**src/rtl/cpu_pkg.sv**
```systemverilog
// cpu_pkg: shared branch condition codes, resolver states and BTB update record
package cpu_pkg;
    localparam logic [2:0] BR_EQ  = 3'b000;
    localparam logic [2:0] BR_NE  = 3'b001;
    localparam logic [2:0] BR_LT  = 3'b100;
    localparam logic [2:0] BR_GE  = 3'b101;
    localparam logic [2:0] BR_LTU = 3'b110;
    localparam logic [2:0] BR_GEU = 3'b111;
    typedef enum logic {IDLE, FLUSH} rs_state_t;
    typedef struct packed {
        logic [31:0] pc;
        logic [31:0] target;
    } br_update_t;
endpackage

```
**src/rtl/br_cond.sv**
```systemverilog
// br_cond: combinational conditional-branch comparator
module br_cond
    import cpu_pkg::*;
(
    input  logic [2:0]  funct3,
    input  logic [31:0] rs1,
    input  logic [31:0] rs2,
    output logic        cond
);
    always_comb
        cond = funct3 == BR_EQ  ? rs1 == rs2 :
               funct3 == BR_NE  ? rs1 != rs2 :
               funct3 == BR_LT  ? $signed(rs1) <  $signed(rs2) :
               funct3 == BR_GE  ? $signed(rs1) >= $signed(rs2) :
               funct3 == BR_LTU ? rs1 <  rs2 :
               funct3 == BR_GEU ? rs1 >= rs2 : 1'b0;
endmodule

```
**src/rtl/branch_resolve.sv**
```systemverilog
// branch_resolve: EX-stage branch resolution, BTB update, redirect/flush and statistics
module branch_resolve
    import cpu_pkg::*;
#(
    parameter int FLUSH_CYCLES = 2,
    parameter int CNT_W        = 16
) (
    input  logic             clk,
    input  logic             rst,
    input  logic             ex_valid,
    output logic             ex_ready,
    input  logic             ex_is_br,
    input  logic             ex_is_jal,
    input  logic             ex_is_jalr,
    input  logic [2:0]       ex_funct3,
    input  logic [31:0]      ex_pc,
    input  logic [31:0]      ex_rs1,
    input  logic [31:0]      ex_rs2,
    input  logic [31:0]      ex_imm,
    input  logic             ex_pred_taken,
    input  logic [31:0]      ex_pred_target,
    output logic             update_en,
    output logic [31:0]      pc_upd,
    output logic [31:0]      target_upd,
    output logic             redirect_valid,
    output logic [31:0]      redirect_pc,
    output logic             flush_o,
    output logic             misalign_exc,
    output logic [CNT_W-1:0] br_cnt,
    output logic [CNT_W-1:0] mispred_cnt
);
    localparam logic [3:0] FC = 4'(FLUSH_CYCLES);
    rs_state_t   state, state_n;
    logic [3:0]  fcnt, fcnt_n;
    logic        cond, accept, taken, mispred, misalign, do_upd, do_redir;
    logic [31:0] sum, target, pc4, actual_next, pred_next;
    br_update_t  upd;
    br_cond u_cond (.funct3(ex_funct3), .rs1(ex_rs1), .rs2(ex_rs2), .cond(cond));
    assign ex_ready    = state == IDLE;
    assign flush_o     = state == FLUSH;
    assign accept      = ex_valid && ex_ready && (ex_is_br || ex_is_jal || ex_is_jalr);
    assign sum         = (ex_is_jalr ? ex_rs1 : ex_pc) + ex_imm;
    assign target      = {sum[31:1], sum[0] & ~ex_is_jalr};
    assign pc4         = ex_pc + 32'd4;
    assign taken       = ex_is_jal || ex_is_jalr || (ex_is_br && cond);
    assign actual_next = taken ? target : pc4;
    assign pred_next   = ex_pred_taken ? ex_pred_target : pc4;
    assign mispred     = actual_next != pred_next;
    assign misalign    = taken && target[1];
    assign do_upd      = accept && taken && !misalign;
    assign do_redir    = accept && mispred && !misalign;
    assign upd         = '{pc: ex_pc, target: target};
    always_comb begin
        state_n = state == FLUSH ? (fcnt == 4'd1 ? IDLE : FLUSH) : (do_redir ? FLUSH : IDLE);
        fcnt_n  = state == FLUSH ? fcnt - 4'd1 : (do_redir ? FC : fcnt);
    end
    always_ff @(posedge clk or posedge rst)
        if (rst) begin
            state <= IDLE;
            fcnt  <= '0;
        end else begin
            state <= state_n;
            fcnt  <= fcnt_n;
        end
    // write-side registers: the update/redirect payloads only move when their strobe fires
    always_ff @(posedge clk or posedge rst)
        if (rst) begin
            update_en      <= 1'b0;
            redirect_valid <= 1'b0;
            misalign_exc   <= 1'b0;
            pc_upd         <= '0;
            target_upd     <= '0;
            redirect_pc    <= '0;
            br_cnt         <= '0;
            mispred_cnt    <= '0;
        end else begin
            update_en      <= do_upd;
            redirect_valid <= do_redir;
            misalign_exc   <= accept && misalign;
            if (do_upd) begin
                pc_upd     <= upd.pc;
                target_upd <= upd.target;
            end
            if (do_redir) redirect_pc <= actual_next;
            if (accept && !(&br_cnt)) br_cnt <= br_cnt + CNT_W'(1);
            if (do_redir && !(&mispred_cnt)) mispred_cnt <= mispred_cnt + CNT_W'(1);
        end
endmodule

```
**config.mk**
```make
export PLATFORM = sky130hd
export DESIGN_NAME = branch_resolve
export DESIGN_NICKNAME = d
export VERILOG_FILES = /design/src/rtl/cpu_pkg.sv /design/src/rtl/br_cond.sv /design/src/rtl/branch_resolve.sv
export SDC_FILE = /design/constraint.sdc
export NUM_CORES = 1
export LEC_CHECK = 0
export CAP_MARGIN = 30
export CORE_MARGIN = 5
export CORE_UTILIZATION = 40
export CTS_CLUSTER_SIZE = 25
export DETAILED_ROUTE_END_ITERATION = 8
export MAX_ROUTING_LAYER = met4
export PLACE_DENSITY = 0.65
export SETUP_SLACK_MARGIN = 0.15
export SYNTH_ARGS = -nofsm -noshare
export SYNTH_HDL_FRONTEND = slang
export SYNTH_SLANG_ARGS = --single-unit
```
**constraint.sdc**
```tcl
create_clock -name clk -period 6.12 [get_ports clk]
set_input_delay 1.224 -clock clk [delete_from_list [all_inputs] [get_ports clk]]
set_output_delay 1.224 -clock clk [all_outputs]
set_load 0.01 [all_outputs]
```
* Word-level counts from Yosys, hierarchy flattened
Cells that the tools add are included.
** Word-level totals
- Flip-flop bits (word level) :: 136
- Input port bits :: 170
- Output and inout port bits :: 133
- Word-level logic and storage cells :: 67
** Cells by class
- $add $sub $neg :: 5
- Order comparisons :: 4
- Equality and inequality tests :: 9
- Multiplexer cells :: 14
- Bitwise logic cells :: 3
- Reduce and logical (&&, ||, !) cells :: 22
** Operators with widths (count)
- 32-bit 2-to-1 mux :: 3
- 32-bit greater-or-equal comparator :: 2
- 32-bit < comparator :: 2
- 32-bit inequality test :: 2
- 16-bit by 1-bit adder with 16-bit output (second input constant) :: 2
- 32-bit by 3-bit adder with 32-bit output (second input constant) :: 1
- 32-bit adder :: 1
- 32-bit == test :: 1
- 16-bit AND reduction :: 2
- 3-bit == test (second input constant) :: 4
- 1-bit logical AND :: 11
- 1-bit 2-to-1 mux :: 9
- 4-bit 2-to-1 mux :: 2
- 4-bit by 1-bit == test with 1-bit output (second input constant) :: 1
- 1-bit logical OR :: 4
- 4-bit by 1-bit subtractor with 4-bit output (second input constant) :: 1
- 3-bit by 1-bit == test with 1-bit output (second input constant) :: 1
- 1-bit logical NOT :: 3
- 3-bit logical NOT :: 1
- 1-bit NOT :: 2
- 2-bit nonzero test :: 1
- 1-bit bitwise AND :: 1

* Depth between registers and ports, before layout
Gate-level depths: netlist of run 1.
- Word-level depth :: 15
- Gate-level depth with buffers :: 20
- Mapped depth without buffers :: 17

* Hierarchy
Synthesis of run 1 repeated with hierarchy kept, for this count alone.
** Second synthesis, totals
- Cell total of the unflattened synthesis :: 1361
- Area, all modules :: 11362.1 µm²
** By module, submodules not included
- branch_resolve :: times used 1, cells each 1230, area an instance 10411.2 µm², sequential area each 3403.3 µm²
- br_cond :: times used 1, cells each 131, area an instance 950.9 µm², sequential area each 0.0 µm²

* Worst setup path after synthesis of run 1
OpenSTA, ideal clock, no wires.
- Kind :: input to register
- From :: in ex_is_jalr
- To :: reg state (netlist: flush_o)
- Setup time :: 126 ps
- Arrival :: 5858 ps
- Required time :: 5994 ps
- Slack :: 137 ps
- Stages on the path :: 18
- Path buffers :: 5
- Path through :: buf_1 -> buf_1 -> mux2_2 -> ha_1 -> clkbuf_1 -> and2_1 -> and3_1 -> a21boi_0 -> or4b_1 -> xnor2_1 -> or4_1 -> a2111o_1 -> o31ai_1 -> and4_1 -> a21oi_4 -> buf_4 -> buf_2 -> o21bai_1
** On the way
- Cells in the longest elaborated chain, start to end :: 9
- Elaborated cells between the ends (all ways) :: 16
- Those cells by class :: add/sub: 1; eq/ne: 1; mux: 4; bitwise: 2; reduce/logical: 8
** Ends and longest elaborated chain
- from (decl) :: line branch_resolve.sv:14 : input logic ex_is_jalr,
- 32-bit 2-to-1 mux :: line branch_resolve.sv:42 : assign sum = (ex_is_jalr ? ex_rs1 : ex_pc) + ex_imm;
- 32-bit adder :: line branch_resolve.sv:42
- 1-bit bitwise AND :: line branch_resolve.sv:43 : assign target = {sum[31:1], sum[0] & ~ex_is_jalr};
- 32-bit 2-to-1 mux :: line branch_resolve.sv:46 : assign actual_next = taken ? target : pc4;
- 32-bit inequality test :: line branch_resolve.sv:48 : assign mispred = actual_next != pred_next;
- 1-bit logical AND :: line branch_resolve.sv:51 : assign do_redir = accept && mispred && !misalign;
- 1-bit logical AND (*) :: line branch_resolve.sv:51
- net do_redir :: line branch_resolve.sv:35 : logic cond, accept, taken, mispred, misalign, do_upd, do_redir;
- 1-bit 2-to-1 mux (*) (2 in series) :: line branch_resolve.sv:54 : state_n = state == FLUSH ? (fcnt == 4'd1 ? IDLE : FLUSH) : (do_redir ? FLUSH : IDLE);
- net state_n :: line branch_resolve.sv:33 : rs_state_t state, state_n;
- to (signal assigned) :: line branch_resolve.sv:62 : state <= state_n;
- to (decl) :: line branch_resolve.sv:33
The timed path passes the listed nets; every way through them passes the cells marked *.
A chain may end at the register's enable or synchronous reset.

* Final worst setup path of run 1
- From :: in ex_is_jalr
- To :: reg redirect_pc[23]
** On the way
- Cells in the longest elaborated chain, start to end :: 7
- Elaborated cells between the ends (all ways) :: 14
- Those cells by class :: add/sub: 1; eq/ne: 1; mux: 2; bitwise: 2; reduce/logical: 8
** Ends and longest elaborated chain
- 32-bit 2-to-1 mux :: line branch_resolve.sv:42
- 32-bit adder :: line branch_resolve.sv:42
- 1-bit bitwise AND :: line branch_resolve.sv:43
- 32-bit 2-to-1 mux :: line branch_resolve.sv:46
- 32-bit inequality test :: line branch_resolve.sv:48
- 1-bit logical AND (2 in series) :: line branch_resolve.sv:51
- to (signal assigned) :: line branch_resolve.sv:84 : if (do_redir) redirect_pc <= actual_next;
- to (decl) :: line branch_resolve.sv:26 : output logic [31:0] redirect_pc,
Parallel ways exist; a longest one is shown, timed or not.

==> flow_summary.json, run 1 <==
{
  "numCtsBuffers": 17,
  "fp.dieArea_sq_mm": 0.0309,
  "fin_util_pct": 57.7,
  "io_buffers": 302,
  "grt_overflow": 0,
  "grt_pass1_wl_microns": 60700,
  "core_area_sq_mm": 0.0270,
  "yosysTopAreaCell": "dfrtp_1",
  "ys_warn_count": 0,
  "wl_per_cell_microns": 20.5,
  "synth_edf_count": 0,
  "drv_cap": 0,
  "cts_setup_buffers": 0,
  "synth_seq_cells": 136,
  "fp.dieH_microns": 176,
  "ir_drop_uv": 192,
  "track_usage_pct": 25.9,
  "post_cts_resized": 0,
  "grt_max_degree": 96,
  "ys.flop_type": "dfrtp_1",
  "powerDensity_mw_per_mm2": 324,
  "hold_class": "flip-flop to flip-flop",
  "setup_tns_ns": 0,
  "slew_viol_final": 0,
  "syn_inst": 1235,
  "drc": 0,
  "hold_buffers": 0,
  "synth.top_cell.area_share_pct": 31.0,
  "finalWeightedCongestion": 0.938,
  "final_common_cell": "clkdlybuf4s50_1",
  "whs_ns": 0.483,
  "p_leak_nw": 6.70,
  "crit_path_end_kind": "flip-flop",
  "report.final.setup_viol": 0,
  "via_per_inst": 5.47,
  "yosysUniqueCellTypes": 84,
  "netlist_area_sq_mm": 0.0110,
  "synth.avg_cell_area_sq_um": 8.89,
  "timing.fmax_mhz": 177,
  "critPathKind": "input pin to flip-flop",
  "layout_common_cells": "clkdlybuf4s50_1, dfrtp_1, nand2_1",
  "rsz0062_at_grt": "no",
  "cp.arrival_ns": 5.95,
  "synth-async-reset-ratio_pct": 100,
  "run_status": "completed",
  "first_pass_iters": 5,
  "cts_max_level": 4,
  "grt_pass1_vias": 10700,
  "row_count": 60,
  "ios": 303,
  "worst_clock_skew_ns": 0.0104,
  "crit_path_start_kind": "input pin",
  "drt_iter0_drc": 730,
  "slew_headroom_pct": 61.7,
  "antenna_left": 0,
  "finalPower_mw": 5.04,
  "clk_latency_ns": 0.43,
  "period_share_pct": 92.2,
  "cts.path.max_buffers": 2,
  "tightest_slew_ns": 0.570,
  "cts.sinks": 136,
  "layout_min_cycle_time_ns": 5.64,
  "vias": 10700,
  "netlist_top_cells_area": "dfrtp_1, mux2_2, ha_1",
  "worstPathMaxFanout": 37,
  "finalHoldViolations": 0,
  "clock-root-buffer": "clkbuf_16",
  "final_layout_size_suffix_gt1_share_pct": 14.1,
  "syn_nets": 1474,
  "antenna_found_initial": 7,
  "yosysSeqAreaShare_pct": 31.0,
  "cts_tree": "built",
  "start_util_pct": 40.7,
  "die_x_microns": 176,
  "synthToLayoutAreaGrowth_pct": 41.7,
  "nets": 1823,
  "cp.required_ns": 6.42,
  "clk_pin_slew_ns": 0.06,
  "finalWirelength_microns": 39900,
  "place_hpwl_microns": 32200
}
-- metrics by stage --
stage	area, sq um	setup slack (ns)	std cells
global route	15600	0.251	1946
CTS	15500	0.535	1937
finish	15600	0.476	1947
detailed placement	14900	0.0827	1905
floorplan	11000	0.269	1235
global placement	14900	0.171	1905
-- cell families after synthesis --
group | Yosys count | share of synthesized area, %
AOI/OAI and AO/OA | 281 | 16.1
xor gates and xnor gates | 155 | 12.8
adders and majority gates | 69 | 7.93
buffers and inverters | 119 | 4.39
DFF | 136 | 31.0
muxes | 113 | 11.3
and+or+nand+nor | 362 | 16.5
-- path summary, 6_finish.rpt --
kind                                             from                     endpoint  slack [ns]  depth (start not counted)
min in group asynchronous                         rst   mispred_cnt[9]$_DFFE_PP0P_        1.11                          2
setup / recovery                           ex_is_jalr  redirect_pc[23]$_DFFE_PP0P_        0.48                         17
hold / removal             mispred_cnt[5]$_DFFE_PP0P_   mispred_cnt[5]$_DFFE_PP0P_        0.48                          1
hold reg to reg            mispred_cnt[5]$_DFFE_PP0P_   mispred_cnt[5]$_DFFE_PP0P_        0.48                          1
setup reg to reg           mispred_cnt[3]$_DFFE_PP0P_  mispred_cnt[15]$_DFFE_PP0P_        3.85                          9
max in group asynchronous                         rst        br_cnt[8]$_DFFE_PP0P_        3.81                          4
-- critical path, stage by stage --
cell and delay, ns:
buf_2 0.35, buf_4 0.24, mux2_2 0.35, ha_1 0.37, a21oi_1 0.23, o21ai_0 0.14
a21o_1 0.20, or4_4 0.55, a211oi_2 0.27, a211oi_1 0.13, or3_4 0.42, a211o_1 0.30
o311ai_1 0.11, a21oi_2 0.11, a21oi_4 0.29, buf_12 0.25, mux2_2 0.36
-- per-layer routing --
| metal | wire (microns) | track usage (%) |
|---|---|---|
| met1 | 17300 | 32.3 |
| met2 | 19200 | 42.8 |
| met3 | 2130 | 4.30 |
| met4 | 1250 | 8.77 |
| met5 | 0 | - |
-- state kept, by name (all words and copies together) (netlist names) --
name,flops
pc_upd,32
flush_o,1
update_en,1
redirect_pc,32
br_cnt,16
fcnt,4
misalign_exc,1
redirect_valid,1
mispred_cnt,16
target_upd,32
-- report_power, final --
| part | total, mW | internal, mW | leakage, nW | switching, mW |
|---|---|---|---|---|
| Combinational | 2.39 | 1.29 | 4.70 | 1.10 |
| Clock | 1.16 | 0.696 | 0.306 | 0.459 |
| Sequential | 1.50 | 1.26 | 1.69 | 0.236 |
-- cell type report --
type / instances / area, sq um
diodes: 9 / 22.5
clock buffers: 18 / 429
clock inverters: 14 / 210
fillers: 2392 / 11400
inverters: 62 / 238
multi-input cells: 980 / 7110
flip-flops and latches: 136 / 3400
well taps: 341 / 427
repair buffers: 387 / 3710
-- synth_stat cells (5+ instances only) --
master	instances
o211ai_1	21
and2_1	10
mux2_2	85
nand4_1	35
nor2b_1	6
nor3_1	16
o22ai_1	6
xor2_1	64
o21a_1	6
inv_1	61
or2_2	5
a21o_1	11
and4_1	9
nor4_1	10
nand3_1	30
nor2_1	61
xnor2_1	87
a31oi_1	11
ha_1	68
dfrtp_1	136
clkbuf_1	35
a211oi_1	8
nand2b_1	8
buf_1	13
and3_1	21
a21oi_1	69
mux2i_1	27
nand2_1	128
o21ai_0	93
(Power assumes the default switching activity.)
==> run 2: changes to the inputs <==
- clock period: 6.12 -> 6.5 ns (I/O delays scaled with it)
==> run 2 against run 1 <==
Effect of this change: core utilization down 1.4 points; sequential cell count unchanged; clock skew about the same; hold slack worse by 0.0028 ns; cell count down 2.6%; sequential share of layout area up 0.56 points; critical path type unchanged; critical endpoint is now mispred_cnt[1]$_DFFE_PP0P_; largest cell class unchanged; highest routed layer unchanged.
==> flow_summary.json, run 2 (synthesis results as in run 1) <==
{
  "cts.path.max_buffers": 2,
  "finalWirelength_microns": 39700,
  "worstPathMaxFanout": 13,
  "place_hpwl_microns": 31900,
  "path_buf_inv": 4,
  "crit_family": "compound AO/OA/AOI/OAI gates",
  "synthToLayoutAreaGrowth_pct": 38.2,
  "ir_drop_uv": 188,
  "timing.fmax_mhz": 170,
  "core_area_sq_mm": 0.0270,
  "register_area_sq_mm": 0.00340,
  "grt_overflow": 0,
  "routed.top_layer": "met4",
  "cp.required_ns": 6.81,
  "worst_clock_skew_ns": 0.0109,
  "wl_per_cell_microns": 20.9,
  "r2r-start": "mispred_cnt[3]$_DFFE_PP0P_",
  "met2_length_microns": 18800,
  "rsz0062_at_grt": "no",
  "wl_met3_microns": 2410,
  "r2r-end": "mispred_cnt[15]$_DFFE_PP0P_",
  "numCtsBuffers": 17,
  "first_pass_iters": 5,
  "crit_path_end_kind": "flip-flop",
  "antenna_left": 0,
  "min-delay-start": "target_upd[0]$_DFFE_PP0P_",
  "setup_tns_ns": 0,
  "p_leak_nw": 6.47,
  "cp.arrival_ns": 6.20,
  "multi_input_area_sq_mm": 0.00711,
  "clk_latency_ns": 0.43,
  "post_cts_resized": 0,
  "critPathKind": "input pin to flip-flop",
  "fin_util_pct": 56.3,
  "grt_max_degree": 95,
  "reg2reg_depth": 9,
  "die_x_microns": 176,
  "run_status": "completed",
  "powerDensity_mw_per_mm2": 305,
  "worst_path_max_delay_cell": "a2111o_1",
  "fillers": 2504,
  "finalWeightedCongestion": 0.928,
  "antenna_found_initial": 3,
  "slew_headroom_pct": 54.6,
  "report.final.setup_viol": 0,
  "clock-root-buffer": "clkbuf_16",
  "final_common_cell": "clkdlybuf4s50_1",
  "finalHoldViolations": 0,
  "slew_viol_final": 0,
  "row_count": 60,
  "layout_min_cycle_time_ns": 5.89,
  "fp.dieArea_sq_mm": 0.0309,
  "hold_class": "flip-flop to flip-flop",
  "ios": 303,
  "hold_end": "target_upd[0]$_DFFE_PP0P_",
  "cts_setup_buffers": 0,
  "cts.sinks": 136,
  "grt_pass1_vias": 10700,
  "wl_met1_microns": 17600,
  "vias": 10600,
  "tightest_slew_ns": 0.679,
  "io_buffers": 302,
  "crit_path_start_kind": "input pin",
  "cts_tree": "built",
  "reg_top3": "pc_upd (32), redirect_pc (32), target_upd (32)",
  "drv_cap": 0,
  "nets": 1779,
  "drc": 0,
  "track_usage_pct": 25.9,
  "whs_path_depth": 2,
  "cts_max_level": 4,
  "grt_pass1_wl_microns": 60900,
  "fp.dieH_microns": 176,
  "cp_cell_sequence": "buf_2, buf_4, mux2_2, ha_1, inv_1, fa_1, nand2b_1, a21oi_1, buf_4, nor4b_1, a2111o_1, xor2_1, a211oi_1, nand4_1, a2111o_1, o31ai_1, and4_1, a21oi_4, and2_1, mux2_1",
  "max_stage_delay_ns": 0.45,
  "start_util_pct": 40.7,
  "layout_common_cells": "clkdlybuf4s50_1, dfrtp_1, nand2_1",
  "rrSetupSlack_ns": 4.26,
  "final_layout_size_suffix_gt1_share_pct": 11.7,
  "clk_pin_slew_ns": 0.07,
  "period_share_pct": 90.6,
  "via_per_inst": 5.59,
  "drt_iter0_drc": 601,
  "hold_buffers": 0
}
==> run 2: power by group <==
group	switching, mW	total, mW	internal, mW
Clock	0.471	1.02	0.553
Combinational	1.02	2.19	1.17
Sequential	0.220	1.41	1.19
==> run 2: worst reg2reg max path: stages, from the launching register on <==
cell and delay [ns]:
dfrtp_1 0.42, and3_1 0.22, and3_1 0.20, nand3_1 0.11
nor2_1 0.17, and3_1 0.26, nand2_1 0.11, a2111oi_1 0.38
nand3_1 0.13, o21a_1 0.12
==> run 2: layout make-up <==
type	count	area share, %
Multi-Input combinational cell	980	46.9
Sequential cell	136	22.4
Timing Repair Buffer	343	22.3
Tap cell	341	2.81
Clock buffer	17	2.81
Inverter	62	1.57
Clock inverter	15	1.18
Antenna cell	3	0.0495
==> run 2: worst max-delay path by stage <==
stage	startpoint	slack, ns	endpoint	depth (start not counted)
after CTS	ex_is_jalr	0.66	mispred_cnt[1]$_DFFE_PP0P_	20
after global routing	ex_is_jalr	0.37	redirect_pc[29]$_DFFE_PP0P_	16
after detailed placement	ex_is_jalr	0.24	mispred_cnt[1]$_DFFE_PP0P_	20
after floorplan	ex_is_jalr	0.44	flush_o$_DFF_PP0_	18
final	ex_is_jalr	0.61	mispred_cnt[1]$_DFFE_PP0P_	20
after global placement	ex_is_jalr	0.17	mispred_cnt[1]$_DFFE_PP0P_	16
==> run 2: layer usage <==
metal,vias to the layer above,global-route usage [%]
met2,357,41.5
met4,0,7.24
met3,60,5.06
met1,5124,33.7
met5,-,-
li1,5063,-
==> run 2: stage by stage <==
stage                     cells  hold slack (ns)  setup WS, ns  instance area [sq um]  power (mW)
after detailed placement   1861            0.470         0.243                  14500        3.61
final                      1897            0.480         0.610                  15200        4.62
after CTS                  1893            0.485         0.662                  15100        4.65
after global placement     1860            0.463         0.170                  14500        3.58
after global routing       1897            0.510         0.366                  15200        4.90
after floorplan            1235            0.511         0.441                  11000        2.45
